<file path="src/rtl/hazard_scoreboard.sv">
// hazard_scoreboard: decode-stage hazard unit.
//   - E/M operand forwarding per source operand (E has priority over M)
//   - load-use stall against the E-stage load
//   - one-entry scoreboard for a single long-latency unit (MDU) that stalls
//     decode on RAW / WAW against the in-flight op and on structural conflicts
// Optional build macro: HAZARD_PERF_EN adds saturating stall-cycle counters;
// without it the perf ports are tied to 0 and no counter flops exist.
//
// Handshake: stall is the only flow-control signal. While stall is high the
// decode slot must be held unchanged and a bubble injected into E; an
// instruction leaves decode on any cycle with D_valid && !flush && !stall.
// The scoreboard state (busy, long_rd) is exported directly for observation.
module hazard_scoreboard #(
  parameter int NUM_SRC  = 2,
  parameter int REG_W    = 5,
  parameter int DATA_W   = 32,
  parameter int LONG_LAT = 4
) (
  input  logic                      clk,
  input  logic                      reset,
  input  logic                      D_valid,
  input  logic [NUM_SRC*REG_W-1:0]  D_src,
  input  logic                      D_we,
  input  logic [REG_W-1:0]          D_rd,
  input  logic                      D_is_long,
  input  logic                      flush,
  input  logic                      E_is_load,
  input  logic [REG_W-1:0]          E_rd,
  input  logic [REG_W-1:0]          M_rd,
  input  logic [DATA_W-1:0]         E_out,
  input  logic [DATA_W-1:0]         M_out,
  output logic                      stall,
  output logic [NUM_SRC-1:0]        fw_en,
  output logic [NUM_SRC*DATA_W-1:0] fw_data,
  output logic                      busy,
  output logic [REG_W-1:0]          long_rd,
  output logic [31:0]               perf_load_stalls,
  output logic [31:0]               perf_long_stalls
);

  localparam int CNT_W = $clog2(LONG_LAT + 1);

  // Scoreboard state for the single in-flight long op.
  logic             r_busy;
  logic [CNT_W-1:0] r_cnt;
  logic [REG_W-1:0] r_long_rd;

  // Per-operand match vectors; register 0 never matches anything.
  logic [NUM_SRC-1:0] w_e_hit;
  logic [NUM_SRC-1:0] w_m_hit;
  logic [NUM_SRC-1:0] w_l_hit;

  logic w_active;
  logic w_load_hz;
  logic w_raw_hz;
  logic w_waw_hz;
  logic w_struct_hz;
  logic w_stall;
  logic w_issue;

  genvar g;
  generate
    for (g = 0; g < NUM_SRC; g++) begin : g_op
      logic [REG_W-1:0] w_s;
      assign w_s     = D_src[g*REG_W +: REG_W];
      assign w_e_hit[g] = (w_s != '0) && (w_s == E_rd);
      assign w_m_hit[g] = (w_s != '0) && (w_s == M_rd);
      assign w_l_hit[g] = (w_s != '0) && (w_s == r_long_rd);
      assign fw_en[g]   = w_e_hit[g] | w_m_hit[g];
      // E wins over M when both stages target the same register.
      assign fw_data[g*DATA_W +: DATA_W] = (w_s == E_rd) ? E_out : M_out;
    end
  endgenerate

  // Hazard terms; all suppressed when the decode slot is empty or flushed.
  always_comb begin
    w_active    = D_valid && !flush;
    w_load_hz   = w_active && E_is_load && (E_rd != '0) && (|w_e_hit);
    w_raw_hz    = w_active && r_busy && (r_long_rd != '0) && (|w_l_hit);
    w_waw_hz    = w_active && r_busy && D_we && (D_rd != '0) && (D_rd == r_long_rd);
    // Uses registered busy, so a new long op waits one cycle after completion.
    w_struct_hz = w_active && r_busy && D_is_long;
    w_stall     = w_load_hz | w_raw_hz | w_waw_hz | w_struct_hz;
    w_issue     = w_active && D_is_long && !w_stall;
  end

  assign stall   = w_stall;
  assign busy    = r_busy;
  assign long_rd = r_long_rd;

  // Long-op scoreboard: load on issue, count down, clear after the last cycle.
  always_ff @(posedge clk) begin
    if (reset) begin
      r_busy    <= 1'b0;
      r_cnt     <= '0;
      r_long_rd <= '0;
    end else if (w_issue) begin
      r_busy    <= 1'b1;
      r_cnt     <= CNT_W'(LONG_LAT);
      r_long_rd <= D_we ? D_rd : '0;
    end else if (r_busy) begin
      if (r_cnt == CNT_W'(1)) begin
        r_busy    <= 1'b0;
        r_cnt     <= '0;
        r_long_rd <= '0;
      end else begin
        r_cnt <= r_cnt - CNT_W'(1);
      end
    end
  end

`ifdef HAZARD_PERF_EN
  logic [31:0] r_perf_load;
  logic [31:0] r_perf_long;

  // Saturating stall-cycle counters; load-use takes precedence in attribution.
  always_ff @(posedge clk) begin
    if (reset) begin
      r_perf_load <= '0;
      r_perf_long <= '0;
    end else begin
      if (w_stall && w_load_hz && (r_perf_load != 32'hFFFF_FFFF))
        r_perf_load <= r_perf_load + 32'd1;
      if (w_stall && !w_load_hz && (w_raw_hz | w_waw_hz | w_struct_hz) &&
          (r_perf_long != 32'hFFFF_FFFF))
        r_perf_long <= r_perf_long + 32'd1;
    end
  end

  assign perf_load_stalls = r_perf_load;
  assign perf_long_stalls = r_perf_long;
`else
  assign perf_load_stalls = 32'd0;
  assign perf_long_stalls = 32'd0;
`endif

endmodule

</file>
<file path="config.mk">
export PLATFORM = sky130hd
export DESIGN_NAME = hazard_scoreboard
export DESIGN_NICKNAME = d
export VERILOG_FILES = /design/src/rtl/hazard_scoreboard.sv
export SDC_FILE = /design/constraint.sdc
export NUM_CORES = 1
export LEC_CHECK = 0
export CAP_MARGIN = 10
export CORE_ASPECT_RATIO = 0.7
export CORE_MARGIN = 2
export CORE_UTILIZATION = 29
export DETAILED_ROUTE_END_ITERATION = 16
export PLACE_DENSITY = 0.93
export SLEW_MARGIN = 20
export SYNTH_ARGS = -nofsm -noshare
export SYNTH_HDL_FRONTEND = slang
export SYNTH_SLANG_ARGS = --single-unit
</file>
<file path="constraint.sdc">
create_clock -name clk -period 2.1 [get_ports clk]
set_clock_uncertainty 0.05 [all_clocks]
set_input_delay 0.315 -clock clk [delete_from_list [all_inputs] [get_ports clk]]
set_output_delay 0.315 -clock clk [all_outputs]
set_load 0.005 [all_outputs]
</file>
# Word-level counts from Yosys, hierarchy flattened
# Cells that the tools add are included.
dict set report op_classes {
  addsub 1
  n_mul 0
  div 0
  n_lt_le_gt_ge 0
  eq_ne 8
  n_shift 0
  muxes 12
  bitwise 5
  n_reduce_logical 32
}
# cell count
set ops {}
lappend ops {{$mux W32} 2}
lappend ops {{$eq A5 B5 Y1} 7}
lappend ops {{$reduce_bool A5 Y1} 5}
lappend ops {{$mux W5} 4}
lappend ops {{$logic_and A1 B1 Y1} 19}
lappend ops {{$mux W3} 3}
lappend ops {{$reduce_or A2 Y1} 3}
lappend ops {{$or A1 B1 Y1} 5}
lappend ops {{$reduce_bool A2 Y1} 2}
lappend ops {{$eq A3 B1 Y1 const B} 1}
lappend ops {{$mux W1} 3}
lappend ops {{$sub A3 B1 Y3 const B} 1}
lappend ops {{$logic_not A1 Y1} 2}
lappend ops {{$reduce_and A2 Y1} 1}
dict set report word_totals {
  reg_bits 9
  latchBits 0
  ram_bits 0
  rom_bits 0
  inputBits 96
  out_inout_bits 137
  word_cells 62
  memories 0
}

# Logic depth before layout (Yosys ltp)
dict set report depth {
  word_depth 12
  ltp_mapped 7
  ltp_nobuf 7
}

# Worst setup path before layout
# Ideal clock, no wire load.
dict set report synth_timing {
  kind {input to register}
  start {input port D_src[1]}
  end {register r_cnt[1]}
  setup_ns 0.116
  arrival_time_ns 1.794
  required_time_ns 1.934
  slack_ns 0.141
  cell_stages 7
  path_buffers 1
  cell_sequence {or4_1 -> nor2_2 -> nor4_1 -> o221a_1 -> a211o_1 -> buf_6 -> and3b_1}
}
dict set report synth_via {
  elab_chain_len 10
  word_cells_on_any_way 15
  cone_classes {eq/ne (2); bitwise (3); reduce/logical (10)}
}
# item line_no
set synth_rtl {}
lappend synth_rtl {{from (decl)} 22} ;# input logic [NUM_SRC*REG_W-1:0] D_src,
lappend synth_rtl {{$eq A5 B5 Y1 (tied with other cells)} 66} ;# assign w_e_hit[g] = (w_s != '0) && (w_s == E_rd);
lappend synth_rtl {{$logic_and A1 B1 Y1 (on tied branches)} {66, 68}}
lappend synth_rtl {{$reduce_or A2 Y1 (on tied branches)} {78, 79}}
lappend synth_rtl {{$logic_and A1 B1 Y1 (on tied branches)} {78, 79}}
lappend synth_rtl {{$or A1 B1 Y1 (*) (3 in a row)} 83} ;# w_stall = w_load_hz | w_raw_hz | w_waw_hz | w_struct_hz;
lappend synth_rtl {{$logic_not A1 Y1 (*)} 84} ;# w_issue = w_active && D_is_long && !w_stall;
lappend synth_rtl {{$logic_and A1 B1 Y1 (*)} 84}
lappend synth_rtl {{$reduce_or A2 Y1 (no source line) (*)} --}
lappend synth_rtl {{to (signal assigned)} 99} ;# r_cnt <= CNT_W'(LONG_LAT);
lappend synth_rtl {{to (signal assigned)} 107} ;# r_cnt <= r_cnt - CNT_W'(1);
lappend synth_rtl {{to (decl)} 45} ;# logic [CNT_W-1:0] r_cnt;
# Every way passes the cells marked *; elsewhere a longest branch is shown, timed or not.
# A chain may end at the register's enable or synchronous reset.

# Worst setup path in the final report
dict set report layout_timing {
  start {input port D_src[8]}
  end {output port stall}
}
dict set report layout_via {
  elab_chain_len 7
  word_cells_on_any_way 12
  cone_classes {eq/ne (2); bitwise (3); reduce/logical (7)}
}
# item line_no
set layout_rtl {}
lappend layout_rtl {{$eq A5 B5 Y1 (tied with other cells)} 66}
lappend layout_rtl {{$logic_and A1 B1 Y1 (on tied branches)} {66, 68}}
lappend layout_rtl {{$reduce_or A2 Y1 (on tied branches)} {78, 79}}
lappend layout_rtl {{$logic_and A1 B1 Y1 (on tied branches)} {78, 79}}
lappend layout_rtl {{$or A1 B1 Y1 (*) (3 in a row)} 83}
lappend layout_rtl {{to (decl)} 32} ;# output logic stall,
# Marked as above.

==> results by stage <==
Placement:
- The number of placed cells counting well taps is 534.
- Summing all placed instances gives a cell area of 0.00392 mm2.
- OpenSTA, run right after detailed placement, puts the worst setup slack at -785 ps.
- During placement, the flow inserted port buffers numbering 168.
- The final weighted congestion in routability-driven placement is 0.917.
- The detailed placer's ending HPWL is 7.45 mm.

Synthesis:
- After synthesis, the cell types taking the most area are sky130_fd_sc_hd__mux2_2, sky130_fd_sc_hd__buf_4, sky130_fd_sc_hd__dfxtp_1.
- The post-synthesis compound-gate area fraction is 0.0448.
- The summed instance area of the synthesized netlist is 0.00215 mm2.
- Of the total synthesized cell area, the portion taken by XOR and XNOR cells is 0.138.
- In the synthesized netlist the async set-or-reset flop fraction comes to 0.
- The post-synthesis cell count is 247.
- The number of distinct library cells after synthesis is 35.
- A synthesized cell averages 8.71 um2.
- The register bit total from synthesis is 9.
- The largest family of logic cells by synthesized area is multiplexers.
- Of the synthesized area, sequential elements account for 0.0838.
- Of the total synthesized cell area, the portion taken by AND, OR, NAND and NOR gates is 0.112.
- Of the post-synthesis cell area, the dominant cell type holds 0.335.
- Of the total synthesized cell area, the portion taken by full adders, half adders and majority gates is 0.0116.
- The most area-hungry cell type in the Yosys netlist is sky130_fd_sc_hd__mux2_2.
- The commonest cells after synthesis are sky130_fd_sc_hd__buf_4, sky130_fd_sc_hd__mux2_2, sky130_fd_sc_hd__xor2_1.
- Yosys mapped a number of flops with a built-in enable equal to 0.
- The multiplexer area fraction after synthesis is 0.363.
- The total of warnings raised by yosys is 0.
- The most frequently used flop master after synthesis is sky130_fd_sc_hd__dfxtp_1.

Route:
- After detailed routing, the number of vias per cell comes to 4.42.
- For this run, design rule violations remaining after detail routing come to 0.
- The via total after detailed routing is 2464.
- The total length of routed wires is 9.69 mm.
- The remaining number of nets flagged by the antenna check after routing is 0.
- After detailed routing, the average wire length per cell comes to 17.4 um.
- The number of iterations in the first detailed-routing pass is 4.
- The number of violations reported at the end of detailed-routing iteration 0 is 41.

Clocking:
- The clock latency on the worst-skew pair is 230 ps.
- The root buffer cell chosen for the clock tree is sky130_fd_sc_hd__clkbuf_8.
- The tree built by TritonCTS fans out to 9 sinks.
- Buffers inserted during clock tree synthesis total 3.
- TritonCTS built the clock tree.
- CTS built an H-tree with a depth of 1.
- No sink is reached through more buffers than the 2 on the longest clock path.
- The count of hold buffers inserted by post-cts repair is 0.
- The clock-pin slew reported for the worst setup and hold paths after clock tree synthesis is 50 ps.

Finish:
- Once layout is complete, the utilization of the core stands at 0.582.
- The number of diodes is 0.
- From synthesis to final layout, the design area changed by 96.3%.
- The layout cell share with drive strength beyond 1 is 0.486.
- The count of non-filler cells in the finished layout is 557.
- The area of the multi-input gates is 0.00185 mm2.
- The finished layout cell area is 0.00422 mm2.
- In the final layout, flip-flops and latches occupy 180 um2.
- Counting the fill cells in the layout gives 630.
- The number of nets at the end of the flow is 558.

Floorplanning:
- The site row count is 26.
- 233 I/O pins were placed.
- The core area is 0.00725 mm2.
- The die covers 0.00813 mm2.
- The floorplan step set the die height to 76.1 um.
- The chip width is 107 um.
- The initial cell density of the core is 0.296.

Pwr:
- Of the total power, registers draw 0.163.
- The analysis attributes to cell leakage a power of 2.02 nW.
- The share of total power dissipated in the clock network is 0.179.
- In this run the power density over the cells is 268 mW/mm2.
- The total power is 1.13 mW.
- The net switching fraction of the power is 0.328.
- The analysis attributes to net switching a power of 0.370 mW.
- The design internal power is 0.759 mW.
- VDD sags by at most 0.232 mV.
- The share of total power dissipated in combinational logic is 0.659.

Run status:
- The final reports fail on negative setup slack.
- The run finished, with violations left.

Global route:
- Entering global routing, the biggest net connects 10 pins.
- The initial antenna violation count is 0.
- The via count of the first global-routing pass is 2544.
- The global routing's busiest layer is met2.
- The met3 routing resource usage after global routing is 0.0171.
- The global-route met2 utilization is 0.387.
- The total global routing track utilization is 0.226.
- The overflow left after global routing is 0.
- The met1 layer usage reported by global route is 0.311.
- The wire length of the first global-routing pass is 14.3 mm.

STA:
- Setup repair after global routing could not meet its margin everywhere.
- The max-slew violation count is 0.
- Of the available clock period, the critical path in the final layout requires 1.03.
- For the finished layout, the period the worst path requires is 2160 ps.
- Based on the critical path, the design can be clocked at up to 462 MHz.
- The post-layout worst setup margin is -63.1 ps.
- The hold violation count in the final report is 0.
- The accumulated negative setup slack is -474 ps.
- The worst hold margin is 350 ps.
- The final number of setup-violating endpoints is 22.

Min path:
- In this run the worst hold path is classified as in2reg.

Setup path:
- By startpoint and endpoint, the worst setup path is classified as in2out.
- The endpoint type of the worst setup path is an output port.
- In this run the worst path has a maximum fanout of 3.
- The worst path required time is 1740 ps.
- For the worst setup path, the data arrival time is 1800 ps.
- The worst setup path is launched from an input pin.

Run:
- The tool flagged a number of max-cap violations equal to 0.
[worst paths after layout]
path                      startpoint                      end  slack [ps]  depth (start not counted)
min                          D_rd[4]  long_rd[4]$_SDFFE_PP0P_         350                          3
max reg2reg  long_rd[2]$_SDFFE_PP0P_    r_cnt[0]$_SDFFE_PP0P_          70                          5
max                         D_src[8]                    stall         -60                          7
min reg2reg    r_cnt[2]$_SDFFE_PP0P_    r_cnt[2]$_SDFFE_PP0P_         530                          2
[layer usage]
layer  routed length (um)  part of all wire
met1                 4130              0.43
met2                 4890              0.50
met3                  567             0.059
met4                  107             0.011
met5                    0                 0
[cells by family (layout without fill, tap and decap cells)]
kind of cell	count (synthesis)	after routing
xor gates and xnor gates	34	34
DFF	9	9
adders and majority gates	2	2
buffers and inverters	74	223
AOI/OAI and AO/OA	14	14
other	1	64
muxes	70	70
and+or+nand+nor	43	43
[repair_timing]
item                       CTS  global route
setup endpoints to repair   76            65
setup buffers               16             3
resized for setup          384            32
pin swaps                   20            13
cloned                       7             0
[final cells by class]
cell class                 count  share of cell area
timing repair buffer         217               0.477
multi-input combinational    227               0.439
sequential                     9              0.0427
tap                           98              0.0290
clock buffer                   4              0.0107
inverter                       2             0.00178
[cell usage in the layout, fill, tap and decap left out, types with 3 or more instances in the layout]
master                            instances
sky130_fd_sc_hd__nor3_1                   3
sky130_fd_sc_hd__dfxtp_1                  9
sky130_fd_sc_hd__buf_16                   6
sky130_fd_sc_hd__buf_6                   35
sky130_fd_sc_hd__nand3_1                  4
sky130_fd_sc_hd__clkbuf_2                 5
sky130_fd_sc_hd__xor2_1                  16
sky130_fd_sc_hd__mux2_4                   9
sky130_fd_sc_hd__nand2_1                 12
sky130_fd_sc_hd__nor2b_1                  3
sky130_fd_sc_hd__buf_2                   48
sky130_fd_sc_hd__nor3_2                   3
sky130_fd_sc_hd__buf_4                   31
sky130_fd_sc_hd__clkbuf_8                 3
sky130_fd_sc_hd__mux2_2                  55
sky130_fd_sc_hd__a21oi_1                  6
sky130_fd_sc_hd__mux2i_1                  6
sky130_fd_sc_hd__xnor2_1                 12
sky130_fd_sc_hd__conb_1                  64
sky130_fd_sc_hd__buf_8                    3
sky130_fd_sc_hd__xor2_2                   3
sky130_fd_sc_hd__nor4_2                   4
sky130_fd_sc_hd__or4_4                    3
sky130_fd_sc_hd__clkdlybuf4s50_1         81
[state kept, by name, indices dropped and copies added, names as in the netlist]
signal   cells
busy         1
long_rd      5
r_cnt        3
[worst max-delay path, cell delays in order]
cell,delay [ps]
sky130_fd_sc_hd__buf_6,100
sky130_fd_sc_hd__or4_4,540
sky130_fd_sc_hd__nor2_4,120
sky130_fd_sc_hd__nor4_2,50
sky130_fd_sc_hd__o221a_1,240
sky130_fd_sc_hd__a221o_2,310
sky130_fd_sc_hd__buf_2,130
[power groups by stage]
stage	registers [mW]	logic, mW	clock network (mW)
CTS	0.184	0.725	0.205
floorplan	0.188	0.316	0
global placement	0.186	0.690	0
finish	0.184	0.744	0.202
global route	0.185	0.793	0.221
detailed placement	0.187	0.704	0
Power figures use the tool's default switching activity.
